### config.mk
export PLATFORM = sky130hd
export DESIGN_NAME = regfile_arb
export DESIGN_NICKNAME = d
export VERILOG_FILES = /design/src/rtl/regfile_arb.sv
export SDC_FILE = /design/constraint.sdc
export NUM_CORES = 1
export LEC_CHECK = 0
export CELL_PAD_IN_SITES_DETAIL_PLACEMENT = 1
export CELL_PAD_IN_SITES_GLOBAL_PLACEMENT = 1
export CORE_MARGIN = 5
export CORE_UTILIZATION = 32
export CTS_CLUSTER_SIZE = 10
export DETAILED_ROUTE_END_ITERATION = 7
export GPL_ROUTABILITY_DRIVEN = 0
export PLACE_DENSITY = 0.84
export SYNTH_ARGS = -nofsm -noshare
export SYNTH_HDL_FRONTEND = slang
export SYNTH_SLANG_ARGS = --single-unit
export TNS_END_PERCENT = 20
### constraint.sdc
create_clock -name clk_i -period 3.5 [get_ports clk_i]
set_input_delay 0.875 -clock clk_i [delete_from_list [all_inputs] [get_ports clk_i]]
set_output_delay 0.875 -clock clk_i [all_outputs]
set_load 0.05 [all_outputs]
### src/rtl/regfile_arb.sv
// rtl/regfile_arb.sv - two-master round-robin arbiter/sequencer for the control/status register file
// Optional lock re-grant (mN_lock_i ports) is built only when REGFILE_ARB_LOCK_EN is defined.
module regfile_arb #(
  parameter int ADDR_W = 7,
  parameter int DATA_W = 16
) (
  input  logic                clk_i,
  input  logic                rst_i,
  input  logic                m0_read_i,
  input  logic                m0_write_i,
  input  logic [ADDR_W-1:0]   m0_address_i,
  input  logic [DATA_W-1:0]   m0_writedata_i,
  input  logic [DATA_W/8-1:0] m0_byteenable_i,
`ifdef REGFILE_ARB_LOCK_EN
  input  logic                m0_lock_i,
`endif
  output logic                m0_waitrequest_o,
  output logic [DATA_W-1:0]   m0_readdata_o,
  output logic                m0_readdatavalid_o,
  input  logic                m1_read_i,
  input  logic                m1_write_i,
  input  logic [ADDR_W-1:0]   m1_address_i,
  input  logic [DATA_W-1:0]   m1_writedata_i,
  input  logic [DATA_W/8-1:0] m1_byteenable_i,
`ifdef REGFILE_ARB_LOCK_EN
  input  logic                m1_lock_i,
`endif
  output logic                m1_waitrequest_o,
  output logic [DATA_W-1:0]   m1_readdata_o,
  output logic                m1_readdatavalid_o,
  output logic [ADDR_W-1:0]   rf_addr_o,
  output logic [DATA_W-1:0]   rf_data_o,
  output logic [DATA_W/8-1:0] rf_be_o,
  output logic                rf_wren_o,
  input  logic [DATA_W-1:0]   rf_data_i,
  output logic [1:0]          grant_o,
  output logic                err_o
);

  localparam int BE_W = DATA_W / 8;

  typedef enum logic [1:0] {S_IDLE, S_ACCESS, S_RESP} state_t;

  state_t              state_q, state_d;
  logic [ADDR_W-1:0]   addr_q, addr_d;
  logic [DATA_W-1:0]   wdata_q, wdata_d;
  logic [BE_W-1:0]     be_q, be_d;
  logic [DATA_W-1:0]   rdata0_q, rdata0_d;
  logic [DATA_W-1:0]   rdata1_q, rdata1_d;
  logic                wr_q, wr_d;
  logic                rd_q, rd_d;
  logic                last_q, last_d;
  logic                err_q, err_d;
  logic [1:0]          grant_q, grant_d;
  logic                req0, req1, pick1, sel_read, sel_write;
`ifdef REGFILE_ARB_LOCK_EN
  logic [1:0]          cnt_q, cnt_d;
  logic                own_lock, other_req;
`endif

  always_comb begin
    req0  = m0_read_i | m0_write_i;
    req1  = m1_read_i | m1_write_i;
    // last_q = 1 means m1 was granted last, so m0 wins a tie
    pick1 = req1 & (~req0 | ~last_q);
`ifdef REGFILE_ARB_LOCK_EN
    own_lock  = grant_q[1] ? (m1_lock_i & req1) : (m0_lock_i & req0);
    other_req = grant_q[1] ? req0 : req1;
    if ((state_q == S_RESP) && own_lock && !(other_req && (cnt_q == 2'd3)))
      pick1 = grant_q[1];
`endif
    sel_read  = pick1 ? m1_read_i  : m0_read_i;
    sel_write = pick1 ? m1_write_i : m0_write_i;

    state_d  = state_q;
    addr_d   = addr_q;
    wdata_d  = wdata_q;
    be_d     = be_q;
    rdata0_d = rdata0_q;
    rdata1_d = rdata1_q;
    wr_d     = wr_q;
    rd_d     = rd_q;
    last_d   = last_q;
    err_d    = err_q;
    grant_d  = grant_q;
`ifdef REGFILE_ARB_LOCK_EN
    cnt_d    = cnt_q;
`endif

    case (state_q)
      S_ACCESS: begin
        state_d = S_RESP;
        if (rd_q && grant_q[0]) rdata0_d = rf_data_i;
        if (rd_q && grant_q[1]) rdata1_d = rf_data_i;
      end
      default: begin
        // IDLE and RESP both arbitrate, so back-to-back transfers skip IDLE
        if (req0 || req1) begin
          state_d = S_ACCESS;
          grant_d = pick1 ? 2'b10 : 2'b01;
          last_d  = pick1;
          addr_d  = pick1 ? m1_address_i    : m0_address_i;
          wdata_d = pick1 ? m1_writedata_i  : m0_writedata_i;
          be_d    = pick1 ? m1_byteenable_i : m0_byteenable_i;
          wr_d    = sel_write;
          rd_d    = sel_read & ~sel_write;
          if (sel_read && sel_write) err_d = 1'b1;
`ifdef REGFILE_ARB_LOCK_EN
          if ((state_q == S_RESP) && (pick1 == grant_q[1]) && other_req)
            cnt_d = (cnt_q == 2'd3) ? cnt_q : cnt_q + 2'd1;
          else
            cnt_d = 2'd0;
`endif
        end else begin
          state_d = S_IDLE;
          grant_d = 2'b00;
        end
      end
    endcase
  end

  always_ff @(posedge clk_i or posedge rst_i) begin
    if (rst_i) begin
      state_q  <= S_IDLE;
      addr_q   <= '0;
      wdata_q  <= '0;
      be_q     <= '0;
      rdata0_q <= '0;
      rdata1_q <= '0;
      wr_q     <= 1'b0;
      rd_q     <= 1'b0;
      last_q   <= 1'b1;
      err_q    <= 1'b0;
      grant_q  <= 2'b00;
`ifdef REGFILE_ARB_LOCK_EN
      cnt_q    <= 2'd0;
`endif
    end else begin
      state_q  <= state_d;
      addr_q   <= addr_d;
      wdata_q  <= wdata_d;
      be_q     <= be_d;
      rdata0_q <= rdata0_d;
      rdata1_q <= rdata1_d;
      wr_q     <= wr_d;
      rd_q     <= rd_d;
      last_q   <= last_d;
      err_q    <= err_d;
      grant_q  <= grant_d;
`ifdef REGFILE_ARB_LOCK_EN
      cnt_q    <= cnt_d;
`endif
    end
  end

  assign rf_addr_o          = addr_q;
  assign rf_data_o          = wdata_q;
  assign rf_be_o            = be_q;
  assign rf_wren_o          = (state_q == S_ACCESS) && wr_q && (be_q != '0);
  assign grant_o            = grant_q;
  assign err_o              = err_q;
  assign m0_waitrequest_o   = !((state_q == S_ACCESS) && grant_q[0]);
  assign m1_waitrequest_o   = !((state_q == S_ACCESS) && grant_q[1]);
  assign m0_readdatavalid_o = (state_q == S_RESP) && grant_q[0] && rd_q;
  assign m1_readdatavalid_o = (state_q == S_RESP) && grant_q[1] && rd_q;
  assign m0_readdata_o      = rdata0_q;
  assign m1_readdata_o      = rdata1_q;

endmodule

# Word level (Yosys, flattened, before mapping)
# Cells that the tools add are included.
[op_classes]
n_eq_ne = 2
mux = 9
bitwise = 9
reduce_logical = 19
[ops]
columns = ["op", "count"]
rows = [
  ["16-bit two-way mux", 1],
  ["1-bit logical AND", 11],
  ["2-bit two-way mux", 4],
  ["7-bit two-way mux", 1],
  ["2-bit AND reduction", 3],
  ["1-bit NOT", 4],
  ["1-bit two-way mux", 3],
  ["1-bit OR", 3],
  ["3-bit AND reduction", 1],
  ["1-bit AND", 2],
  ["2-bit by 1-bit == test with 1-bit output (second input constant)", 1],
  ["2-bit == test (second input constant)", 1],
  ["1-bit logical NOT", 2],
  ["2-bit nonzero test", 1],
  ["1-bit logical OR", 1],
]
[totals]
reg_bits = 65
output_inout_bits = 65

# Depth between registers and ports, before layout
# Gate-level depths: netlist (run 1).
[depth]
ltp_word = 7
depth_mapped = 6
mapped_depth_nobuf = 4

# Worst setup path before layout (run 1)
# Ideal clock, no wire load.
[synth_path]
kind = "reg2out"
start = "register grant_q[0] (netlist: grant_o[0])"
end = "output m0_readdatavalid_o"
arrival_time_ns = 1.255
required_time_ns = 2.625
path_slack_ns = 1.370
stages_incl_launch_ff = 2
path_cell_list = "dfrtp_1 and4b_1"
[synth_between]
elab_chain_cells = 2
[synth_rtl]
columns = ["element", "line_no", "text"]
rows = [
  ["from (decl)", "54", "logic [1:0] grant_q, grant_d;"],
  ["from (signal assigned)", "149", "grant_q <= grant_d;"],
  ["1-bit logical AND (2 in series)", "164", "assign m0_readdatavalid_o = (state_q == S_RESP) && grant_q[0] && rd_q;"],
  ["to (decl)", "19", "output logic m0_readdatavalid_o,"],
]
# No other way between the ends.

# Final worst setup path (run 1)
[layout_path]
start = "register state_q[1]"
end = "output rf_wren_o"
[layout_between]
elab_chain_cells = 3
[layout_rtl]
columns = ["element", "line_no", "text"]
rows = [
  ["from (decl)", "44", "state_t state_q, state_d;"],
  ["from (signal assigned)", "139", "state_q <= state_d;"],
  ["2-bit by 1-bit == test with 1-bit output", "159", "assign rf_wren_o = (state_q == S_ACCESS) && wr_q && (be_q != '0);"],
  ["1-bit logical AND (2 in series)", "159", ""],
  ["to (decl)", "34", "output logic rf_wren_o,"],
]
# No other way between the ends.

==> results.yml, run 1 <==
layout:
  layout-drive-gt1-share_pct: 14.3
  fin_nets: 452
  final_cell_mix: "clkdlybuf4s50_1 (136), dfrtp_1 (64), nand2_1 (57), mux2_2 (29)"
  area_delta_synth_final_pct: 59.2
  diodes: 0
  final_design_area_no_fill_mm2: 0.00446
  layout_commonest_cell: "clkdlybuf4s50_1"
  fin_util_pct: 51.7
  fillCellCount: 946
worst_setup_path:
  endpoint_kind: "output port"
  crit_required_ns: 2.62
  critical_path_class: "reg -> out"
  critPathMaxFanout: 12
  startpoint_type: "register"
  arrival_ns: 2.13
floorplanning:
  coreArea_mm2: 0.00864
  dieArea_mm2: 0.0107
  rows: 34
  die_w_um: 104
  initial_core_util_pct: 32.5
  die_h_um: 104
  io-pin-count: 137
synthesis:
  yosys.area.top_type: "dfrtp_1"
  synth.avg_cell_area_um2: 11.5
  async_reset_ff_share_pct: 100
  synth_cell_types: 28
  synth_cells: 243
  synth.top_cells.by_area: "dfrtp_1 (57%), mux2_2 (12%), nand2_1 (7.6%)"
  yosysWarnings: 0
  netlist_area_mm2: 0.00280
  synth_top_area_share_pct: 57.1
  synth.ff_latch_count: 65
  synth_edf_count: 0
  synth_ff_type: "dfrtp_1"
  synthesis.nets: 315
  ys_seq_area_share_pct: 58.1
placement:
  placed_area_mm2: 0.00424
  dp_hpwl_mm: 6.25
  portBuffers: 136
cts:
  cts_buffers: 9
  cts_root_buffer: "clkbuf_8"
  cts_resized: 0
  cts_hold_buffers: 0
  path_clk_slew_ns: 0.07
  postCtsSetupBuffers: 0
  clk_path_buf_depth: 2
  clock_latency_ns: 0.33
  htree_levels: 3
  cts_sinks: 65
  cts_tree: "yes"
route:
  drc: 0
  wl_per_cell_um: 16.8
  viasPerCell: 4.79
  via_count: 2355
  routed_wl_mm: 8.25
  drtIter0Drc: 41
  firstDrtPassIters: 4
  ant_nets: 0
sta:
  period_share_pct: 85.9
  fmax_mhz: 333
  setup_tns_ns: 0
  setup_viol_count_final: 0
  max_slew_margin_pct: 48.0
  clock_skew_ns: 0.00921
  slew_violations: 0
  finalHoldViolCount: 0
  holdWs_ns: 0.481
  period_needed_ns: 3.01
  tightestPinTransition_ns: 0.778
  rsz0062_at_grt: "false"
pwr:
  pwr-share-seq_pct: 32.4
  switchingPower_mw: 1.37
  p_int_mw: 1.96
  power_density_mw_per_mm2: 745
  combPwrFrac_pct: 45.5
  vdd_drop_max_mv: 0.233
  p_total_mw: 3.32
  pwr-share-clk_pct: 22.1
  sw_frac_of_total_pct: 41.1
  leakagePower_nw: 1.87
hold_path:
  min_path_type: "reg -> reg"
global_routing:
  grt_overflow: 0
  grt.total_usage_pct: 15.7
  grt_first_pass_wirelength_mm: 13.8
  grt_max_degree: 66
  grt_pass1_vias: 2673
  antenna_found_initial: 0
run_status:
  status: "finished clean"
run:
  cap_violations: 0
[metrics by stage]
stage	instances	setup slack, ns
after detailed placement	477	0.841
final	492	0.494
after global routing	492	0.388
after floorplan	243	1.00
after global placement	477	0.883
after CTS	492	0.472
[metal layers]
metal	wire length, µm	up-vias	part of all wire [%]	track usage [%]
met3	799	5	9.7	6.03
met5	0	-	0	0
met4	59	0	0.71	5.25
met1	3470	1136	42	18.8
met2	3930	105	48	25.7
li1	-	1109	-	-
[cell type report]
cell class | instances | area [µm²] | share of cell area (%)
clock inverter | 2 | 60.1 | 1.35
timing repair buffer | 138 | 1400 | 31.4
inverter | 2 | 7.51 | 0.168
multi-input combinational | 164 | 1060 | 23.8
sequential | 65 | 1630 | 36.5
clock buffer | 13 | 169 | 3.78
tap | 108 | 135 | 3.03
[final timing paths]
kind / start / end / slack [ns] / cells after the start
setup reg to reg: state_q[1] / m1_readdata_o[9] / 1.94 / 3
hold reg to reg: err_o / err_o / 0.48 / 2
max in group asynchronous: rst_i / last_q / 2.24 / 3
hold / removal: err_o / err_o / 0.48 / 2
setup / recovery: state_q[1] / rf_wren_o / 0.49 / 3
min in group asynchronous: rst_i / m0_readdata_o[6] / 0.93 / 3
[power by group through the flow]
| stage | combinational [mW] | clock [mW] | sequential, mW |
|---|---|---|---|
| 3_5_place_dp | 1.53 | 0 | 1.10 |
| 2_1_floorplan | 0.248 | 0 | 1.78 |
| 6_report | 1.51 | 0.735 | 1.08 |
| 4_1_cts | 1.53 | 0.750 | 1.08 |
| 5_1_grt | 1.58 | 0.785 | 1.10 |
| 3_3_place_gp | 1.49 | 0 | 1.08 |
[cells in the mapped netlist (3+ instances only)]
master   count
a21oi_1      3
a31oi_1     25
buf_2        3
buf_4        3
buf_6        6
dfrtp_1     64
mux2_1       3
mux2_2      29
nand2_1     57
nor2_1      25
o21ai_0      4
[flip-flops by register name, summed over array words and instances, names as in the netlist]
| signal | flops |
|---|---|
| m0_readdata_o | 16 |
| m1_readdata_o | 16 |
| rf_data_o | 16 |
| rf_addr_o | 7 |
| grant_o | 2 |
| rf_be_o | 2 |
| state_q | 2 |
| err_o | 1 |
| last_q | 1 |
| rd_q | 1 |
| wr_q | 1 |
[worst max-delay path: stages (launching register included)]
cell	delay, ns
dfrtp_1	0.42
nor2b_4	0.34
o211a_1	0.22
clkdlybuf4s50_1	0.83
[logic make-up after synthesis]
| family | after synthesis | share of synthesized area (%) |
|---|---|---|
| flip-flops | 65 | 58.1 |
| AO/OA/AOI/OAI | 40 | 9.77 |
| multiplexers | 32 | 12.9 |
| AND/OR/NAND/NOR | 92 | 15.3 |
| buffers and inverters | 14 | 4.02 |
(Power assumes the default switching activity.)
==> run 2: changes to the inputs <==
--- a/config.mk
+++ b/config.mk
@@ -13,6 +13,7 @@
 export DETAILED_ROUTE_END_ITERATION = 7
 export GPL_ROUTABILITY_DRIVEN = 0
 export PLACE_DENSITY = 0.84
+export SLEW_MARGIN = 0
 export SYNTH_ARGS = -nofsm -noshare
 export SYNTH_HDL_FRONTEND = slang
 export SYNTH_SLANG_ARGS = --single-unit
==> results of run 2 <==
No change in the layout: final DEF, timing and power equal those of run 1.
